`src/rtl/AHBCommon_pkg.sv`:
```
// Shared AHB encodings and the memory-bridge state enum.
// Latency: n/a (types, constants and pure helper functions only).
// Backpressure: n/a.
package AHBCommon_pkg;

    typedef enum logic [1:0] {
        HTRANS_IDLE   = 2'b00,
        HTRANS_BUSY   = 2'b01,
        HTRANS_NONSEQ = 2'b10,
        HTRANS_SEQ    = 2'b11
    } htrans_t;

    typedef enum logic [2:0] {
        HBURST_SINGLE = 3'd0,
        HBURST_INCR   = 3'd1,
        HBURST_WRAP4  = 3'd2,
        HBURST_INCR4  = 3'd3,
        HBURST_WRAP8  = 3'd4,
        HBURST_INCR8  = 3'd5,
        HBURST_WRAP16 = 3'd6,
        HBURST_INCR16 = 3'd7
    } hburst_t;

    typedef enum logic {
        HRESP_OKAY  = 1'b0,
        HRESP_ERROR = 1'b1
    } hresp_t;

    typedef enum logic [2:0] {
        HSIZE_BYTE  = 3'd0,
        HSIZE_HALF  = 3'd1,
        HSIZE_WORD  = 3'd2,
        HSIZE_DWORD = 3'd3,
        HSIZE_128   = 3'd4,
        HSIZE_256   = 3'd5,
        HSIZE_512   = 3'd6,
        HSIZE_1024  = 3'd7
    } hsize_t;

    typedef enum logic [1:0] {
        ST_IDLE   = 2'd0,
        ST_ACCESS = 2'd1,
        ST_ERR1   = 2'd2,
        ST_ERR2   = 2'd3
    } sub_mem_state_t;

    // Control half of the burst tracking register (the address is kept
    // separately because its width is a module parameter).
    typedef struct packed {
        logic    vld;
        hburst_t burst;
        hsize_t  size;
    } beat_ctl_t;

    function automatic logic is_wrap(input hburst_t b);
        return (b == HBURST_WRAP4) || (b == HBURST_WRAP8) || (b == HBURST_WRAP16);
    endfunction

    // Beat count of a wrapping burst; 0 for everything else.
    function automatic logic [4:0] wrap_beats(input hburst_t b);
        case (b)
            HBURST_WRAP4:  return 5'd4;
            HBURST_WRAP8:  return 5'd8;
            HBURST_WRAP16: return 5'd16;
            default:       return 5'd0;
        endcase
    endfunction

endpackage

```
`src/rtl/ahb_sub_mem_addr_chk.sv`:
```
// Address-phase legality check: window range, size alignment, size vs bus width, SEQ continuity.
// Latency: purely combinational, zero cycles.
// Backpressure: none; the caller decides when the result is consumed.
//
// Ports: trans/size/addr of the current address phase, prev_addr/prev of the
// last accepted beat, phase_ok = 1 when the phase may go to memory.
module ahb_sub_mem_addr_chk
    import AHBCommon_pkg::*;
#(
    parameter int                DATA_W   = 32,
    parameter int                ADDR_W   = 32,
    parameter logic [ADDR_W-1:0] MEM_BASE = '0,
    parameter int                MEM_SIZE = 4096
) (
    input  logic [1:0]        trans,
    input  logic [2:0]        size,
    input  logic [ADDR_W-1:0] addr,
    input  logic [ADDR_W-1:0] prev_addr,
    input  beat_ctl_t         prev,
    output logic              phase_ok
);

    localparam int                LANE_W = $clog2(DATA_W / 8);
    localparam logic [ADDR_W-1:0] SIZE_L = ADDR_W'(MEM_SIZE);

    logic [ADDR_W:0]   diff;
    logic [ADDR_W-1:0] step;
    logic [ADDR_W-1:0] prev_step;
    logic [ADDR_W-1:0] incr_next;
    logic [ADDR_W-1:0] wrap_mask;
    logic [ADDR_W-1:0] exp_addr;
    logic              in_range;
    logic              aligned;
    logic              size_ok;
    logic              seq_ok;

    always_comb begin
        // Extra MSB acts as a borrow: set when addr is below the window.
        diff      = {1'b0, addr} - {1'b0, MEM_BASE};
        in_range  = !diff[ADDR_W] && (diff[ADDR_W-1:0] < SIZE_L);

        step      = ADDR_W'(1) << size;
        aligned   = (addr & (step - ADDR_W'(1))) == '0;
        size_ok   = int'(size) <= LANE_W;

        prev_step = ADDR_W'(1) << prev.size;
        incr_next = prev_addr + prev_step;
        wrap_mask = (ADDR_W'(wrap_beats(prev.burst)) << prev.size) - ADDR_W'(1);
        exp_addr  = is_wrap(prev.burst) ? ((prev_addr & ~wrap_mask) | (incr_next & wrap_mask))
                                         : incr_next;

        // A SINGLE has no successor, so any SEQ after it is illegal.
        seq_ok    = (trans != HTRANS_SEQ) ||
                    (prev.vld && (prev.burst != HBURST_SINGLE) && (addr == exp_addr));

        phase_ok  = in_range && aligned && size_ok && seq_ok;
    end

endmodule

```
`src/rtl/ahb_sub_mem_bridge.sv`:
```
// AHB subordinate to simple req/ready memory bridge with two-cycle ERROR responses.
// Latency: data phase completes in the cycle mem_ready is seen (zero-wait possible).
// Backpressure: readyOut follows mem_ready in ACCESS; ACCESS waits indefinitely unless
//               AHB_SUB_MEM_TIMEOUT_EN is defined, which aborts after TIMEOUT cycles.
//
// Ports: clk/nReset; AHB side sel, readyIn, trans, burst, size, write, addr, wData,
// readyOut, resp, rData; memory side mem_req, mem_write, mem_addr (window relative,
// word aligned), mem_strb, mem_wData, mem_ready, mem_rData, mem_err.
module ahb_sub_mem_bridge
    import AHBCommon_pkg::*;
#(
    parameter int                DATA_W   = 32,
    parameter int                ADDR_W   = 32,
    parameter logic [ADDR_W-1:0] MEM_BASE = '0,
    parameter int                MEM_SIZE = 4096,
    parameter int                TIMEOUT  = 16
) (
    input  logic                  clk,
    input  logic                  nReset,
    input  logic                  sel,
    input  logic                  readyIn,
    input  logic [1:0]            trans,
    input  logic [2:0]            burst,
    input  logic [2:0]            size,
    input  logic                  write,
    input  logic [ADDR_W-1:0]     addr,
    input  logic [DATA_W-1:0]     wData,
    output logic                  readyOut,
    output logic                  resp,
    output logic [DATA_W-1:0]     rData,
    output logic                  mem_req,
    output logic                  mem_write,
    output logic [ADDR_W-1:0]     mem_addr,
    output logic [DATA_W/8-1:0]   mem_strb,
    output logic [DATA_W-1:0]     mem_wData,
    input  logic                  mem_ready,
    input  logic [DATA_W-1:0]     mem_rData,
    input  logic                  mem_err
);

    localparam int                STRB_W    = DATA_W / 8;
    localparam int                LANE_W    = $clog2(STRB_W);
    localparam logic [ADDR_W-1:0] LANE_MASK = ADDR_W'(STRB_W - 1);

    sub_mem_state_t    state_q, state_d, accept_state;
    logic              ready_int;
    logic              accept;
    logic              phase_ok;
    logic              abort;

    logic              wr_q;
    logic [ADDR_W-1:0] maddr_q, maddr_d;
    logic [STRB_W-1:0] strb_q, strb_d;
    logic [ADDR_W-1:0] trk_addr_q;
    beat_ctl_t         trk_q;

    ahb_sub_mem_addr_chk #(
        .DATA_W   (DATA_W),
        .ADDR_W   (ADDR_W),
        .MEM_BASE (MEM_BASE),
        .MEM_SIZE (MEM_SIZE)
    ) u_chk (
        .trans     (trans),
        .size      (size),
        .addr      (addr),
        .prev_addr (trk_addr_q),
        .prev      (trk_q),
        .phase_ok  (phase_ok)
    );

    // Our own readyOut is what the bus sees as HREADY while we own the data
    // phase; gating on it keeps a stalled beat from being overwritten.
    always_comb begin
        ready_int = 1'b1;
        case (state_q)
            ST_ACCESS: ready_int = mem_ready && !mem_err;
            ST_ERR1:   ready_int = 1'b0;
            default:   ready_int = 1'b1;
        endcase
    end

    assign accept       = sel && readyIn && ready_int &&
                          ((trans == HTRANS_NONSEQ) || (trans == HTRANS_SEQ));
    assign accept_state = phase_ok ? ST_ACCESS : ST_ERR1;

`ifdef AHB_SUB_MEM_TIMEOUT_EN
    localparam int TO_W = $clog2(TIMEOUT + 1);
    logic [TO_W-1:0] to_cnt_q;

    // Restarts on every completion so back-to-back beats each get a full budget.
    always_ff @(posedge clk or negedge nReset) begin
        if (!nReset)                                 to_cnt_q <= '0;
        else if ((state_q == ST_ACCESS) && !mem_ready) to_cnt_q <= to_cnt_q + TO_W'(1);
        else                                         to_cnt_q <= '0;
    end

    assign abort = (state_q == ST_ACCESS) && !mem_ready && (to_cnt_q == TO_W'(TIMEOUT - 1));
`else
    assign abort = 1'b0;
`endif

    always_comb begin
        state_d = state_q;
        case (state_q)
            ST_IDLE: begin
                if (accept) state_d = accept_state;
            end
            ST_ACCESS: begin
                if (mem_ready) begin
                    if (mem_err)     state_d = ST_ERR1;
                    else if (accept) state_d = accept_state;
                    else             state_d = ST_IDLE;
                end else if (abort) begin
                    state_d = ST_ERR1;
                end
            end
            ST_ERR1: state_d = ST_ERR2;
            ST_ERR2: state_d = accept ? accept_state : ST_IDLE;
            default: state_d = ST_IDLE;
        endcase
    end

    always_ff @(posedge clk or negedge nReset) begin
        if (!nReset) state_q <= ST_IDLE;
        else         state_q <= state_d;
    end

    // Byte lanes covered by the beat, starting at the lane addr points into.
    always_comb begin
        int lane;
        int nbytes;
        lane    = int'(addr[LANE_W-1:0]);
        nbytes  = 1 << size;
        strb_d  = '0;
        for (int i = 0; i < STRB_W; i++) begin
            strb_d[i] = (i >= lane) && (i < lane + nbytes);
        end
        maddr_d = (addr - MEM_BASE) & ~LANE_MASK;
    end

    always_ff @(posedge clk or negedge nReset) begin
        if (!nReset) begin
            wr_q       <= 1'b0;
            maddr_q    <= '0;
            strb_q     <= '0;
            trk_addr_q <= '0;
            trk_q      <= '0;
        end else if (accept) begin
            wr_q       <= write;
            maddr_q    <= maddr_d;
            strb_q     <= strb_d;
            trk_addr_q <= addr;
            trk_q      <= '{vld: 1'b1, burst: hburst_t'(burst), size: hsize_t'(size)};
        end
    end

    assign readyOut  = ready_int;
    assign resp      = ((state_q == ST_ERR1) || (state_q == ST_ERR2)) ? HRESP_ERROR : HRESP_OKAY;
    assign mem_req   = (state_q == ST_ACCESS);
    assign mem_write = (state_q == ST_ACCESS) && wr_q;
    assign mem_addr  = maddr_q;
    assign mem_strb  = (state_q == ST_ACCESS) ? strb_q : '0;
    assign mem_wData = wData;
    assign rData     = ((state_q == ST_ACCESS) && ready_int && !wr_q) ? mem_rData : '0;

endmodule

```
`config.mk`:
```
export PLATFORM = sky130hd
export DESIGN_NAME = ahb_sub_mem_bridge
export DESIGN_NICKNAME = d
export VERILOG_FILES = /design/src/rtl/AHBCommon_pkg.sv /design/src/rtl/ahb_sub_mem_addr_chk.sv /design/src/rtl/ahb_sub_mem_bridge.sv
export SDC_FILE = /design/constraint.sdc
export NUM_CORES = 1
export LEC_CHECK = 0
export ABC_AREA = 1
export BUFFER_PORTS_ARGS = -buffer_cell sky130_fd_sc_hd__buf_2
export CORE_MARGIN = 5
export CORE_UTILIZATION = 36
export DETAILED_ROUTE_END_ITERATION = 12
export PLACE_DENSITY = 0.6
export REMOVE_ABC_BUFFERS = 1
export SLEW_MARGIN = 20
export SYNTH_ARGS = -nofsm -noshare
export SYNTH_HDL_FRONTEND = slang
export SYNTH_SLANG_ARGS = --single-unit
```
`constraint.sdc`:
```
create_clock -name clk -period 6.9 [get_ports clk]
set_input_delay 1.035 -clock clk [delete_from_list [all_inputs] [get_ports clk]]
set_output_delay 1.035 -clock clk [all_outputs]
set_load 0.02 [all_outputs]
```
==> run summary <==
Max-cap check violation count - 0
CP max stage delay - 510 ps
DRC Markers - 0
Largest net degree at the start of global routing - 58
Avg Vias per Cell - 4.70
Antenna-violating nets left - 0
Synth Area in XOR/XNOR - 5.98%
Routed WL - 15,800 um
Ratio of cells with drive above 1 in the final layout - 22.0%
FMAX - 284 MHz
Crit path kind - flop to flop
First-pass DRT Iterations - 5
Compound-Gate Fraction of Synth Area - 6.18%
Switch Pwr - 1.30 mW
Initial core utilization - 36.6%
CP Launch Type - flop
CTS max path bufs - 2
Hold Fails Final Rpt - 0
Data required, critical path - 7090 ps
Pre-CTS WS - 3210 ps
Number of buffers inserted by port buffering - 148
Flop pwr share - 24.4%
Mapped Area - 0.00506 sq mm
Die Y - 129 um
Lkg Pwr - 3.26 nW
Slew headroom - 33.1%
Synth Area in Adders - 4.25%
Post-Synth Simple-Gate Area - 40.1%
Vias in the first global route - 4,663
GP Congestion - 0.898
Flops & latches, synth - 46
Global-route usage over all layers - 18.8%
Core ar. - 0.0138 sq mm
Initial drt markers - 264
Final Util - 40.8%
I/O pins - 215
First-pass GRT wire length - 24,900 um
Dpl cell area - 0.00547 sq mm
CTS resizes - 0
Crit end category - flop
Slowest-stage cell, CP - dfrtp_1
Area Overhead vs Synth - 11.3%
Sw frac - 54.6%
Die area - 0.0165 sq mm
Mux share of post-synthesis cell area - 0%
Number of post-CTS setup repair buffers - 0
H-tree depth reported by CTS - 2
CTS root buf - clkbuf_16
Status - completed
Worst Hold Class - flop to flop
CTS tree - built
Syn Inst Count - 815
Final setup viols - 0
Final net count - 1,016
Minimum clock period - 3530 ps
RSZ-0062 raised after global routing - false
Latest clock arrival within the worst-skew pair - 290 ps
P_int - 1.08 mW
Largest family of logic cells by synthesized area - simple AND/OR/NAND/NOR gates
Hold Path Cell Cnt - 1
CP Depth - 23
Hold buffers post-CTS - 0
Delay-heaviest family, CP - simple AND/OR/NAND/NOR gates
Worst-margin pin slew - 1000 ps
Total gr overflow - 0
Worst Path Buf+Inv - 1
Layout fillers - 1,532
Cell depth of the worst flop-to-flop path - 23
Unique masters post-synth - 42
Synthesis Warnings - 0
CTS Sinks - 46
Cell repeated most along the worst path - nand2_1
Maximum vdd drop - 131 uV
Post-route setup TNS - 0 ps
HPWL after DPL - 12,800 um
Final clock skew - 3.80 ps
CP arrival - 3710 ps
Final period util - 51.1%
Layout Cell Area excl Fill - 0.00564 sq mm
PD cells - 423 mW/mm^2
Combinational share of power - 63.8%
Clock group share of total power - 11.9%
Final Max Slew Viols - 0
WL per Instance - 14.8 um
Die width - 129 um
# diodes - 0
CTS Buf Count - 5
Via count - 5,030
CP max FO - 10
Syn Area/Cell - 6.21 sq um
Register area share after synthesis - 22.7%
Worst path cell trace - nor3_2 -> ha_1 -> inv_1 -> fa_1 -> nand3b_1 -> nand2_1 -> nand2_1 -> nand2_1 -> nand2_1 -> nor4_2 -> nand2_1 -> nand2_1 -> nand2_1 -> nor2_1 -> nand2_1 -> nor2_1 -> nand2_1 -> nor2_1 -> nand3_1 -> nand2_1 -> nand2_1 -> nand2_1 -> a21oi_1
Core Rows - 43
Reg clk slew, reported paths - 70 ps
Initial antenna violation count - 0
Final setup margin - 3370 ps
-- layout make-up --
cell class                      count  area, sq um  share of cell area [%]
Clock buffer                        6          129                    2.29
Clock inverter                      2         37.5                   0.666
Inverter                          122          458                    8.12
Multi-Input combinational cell    564         2880                    51.1
Sequential cell                    46         1150                    20.4
Tap cell                          180          225                    4.00
Timing Repair Buffer              150          756                    13.4
-- cell families (layout without fill, tap and decap cells) --
logic type / after synthesis / count (layout)
adders and majority gates: 16 / 16
and+or+nand+nor: 457 / 457
other: 1 / 2
buffers and inverters: 206 / 280
xor gates and xnor gates: 33 / 33
AOI/OAI and AO/OA: 56 / 56
DFF: 46 / 46
-- power by group through the flow --
stage	clock network, mW	registers, mW	logic, mW
after floorplan	0	0.648	0.999
after global placement	0	0.584	1.52
after detailed placement	0	0.587	1.52
after CTS	0.292	0.581	1.53
after global routing	0.298	0.608	1.71
final	0.282	0.580	1.52
-- registers in the layout, summed over array words and instances, names as in the netlist --
name	count
state_q	2
wr_q	1
trk_q	7
strb_q	4
trk_addr_q	32
-- cells in the final DEF, fill, tap and decap left out, types with 14 or more instances in the layout --
cell type and n:
ha_1 14, nor2_1 99, buf_2 148, o21ai_0 32, xor2_1 19, nand3_1 53
dfrtp_1 46, inv_1 116, nand2_1 236
-- path summary, 6_finish.rpt --
check,from,end,slack [ps]
max,trk_q[1]$_DFFE_PN0P_,state_q[1]$_DFFE_PN0P_,3370
min,trk_q[6]$_DFFE_PN0P_,trk_q[6]$_DFFE_PN0P_,470
max reg2reg,trk_q[1]$_DFFE_PN0P_,state_q[1]$_DFFE_PN0P_,3370
min reg2reg,trk_q[6]$_DFFE_PN0P_,trk_q[6]$_DFFE_PN0P_,470
max in group asynchronous,nReset,trk_addr_q[4]$_DFFE_PN0P_,5630
min in group asynchronous,nReset,trk_addr_q[10]$_DFFE_PN0P_,830
-- stage by stage --
| step | instances | hold slack (ps) | power, mW |
|---|---|---|---|
| 2_1_floorplan | 732 | 432 | 1.65 |
| 4_1_cts | 1070 | 470 | 2.40 |
| 6_report | 1070 | 467 | 2.38 |
| 5_1_grt | 1070 | 509 | 2.62 |
| 3_5_place_dp | 1062 | 450 | 2.11 |
| 3_3_place_gp | 1062 | 448 | 2.10 |
-- cell usage after synthesis, drive strengths merged --
master | count | share of area, %
nand2 | 244 | 19
inv | 122 | 9.0
nor2 | 105 | 8.2
buf | 71 | 11
nand3 | 63 | 7.1
dfrtp | 46 | 23
o21ai | 37 | 4.0
xor2 | 19 | 3.3
ha | 14 | 3.5
nand4 | 14 | 1.9
clkbuf | 13 | 0.96
xnor2 | 13 | 2.2
nor3 | 12 | 1.4
a21oi | 11 | 1.1
nand3b | 8 | 1.2
nor4 | 6 | 0.86
o211ai | 4 | 0.59
or2 | 4 | 0.49
fa | 2 | 0.79
a21boi | 1 | 0.15
a31oi | 1 | 0.12
and3b | 1 | 0.17
conb | 1 | 0.074
o21bai | 1 | 0.15
o22ai | 1 | 0.12
xnor3 | 1 | 0.44
-- per-layer routing --
layer	up-vias	global-route usage [%]	part of all wire (%)
met1	2231	24.9	43
met2	188	30.4	47
met4	0	3.83	1.2
met5	-	2.65	0
met3	13	5.77	8.9
li1	2598	-	-
(Power assumes the default switching activity.)
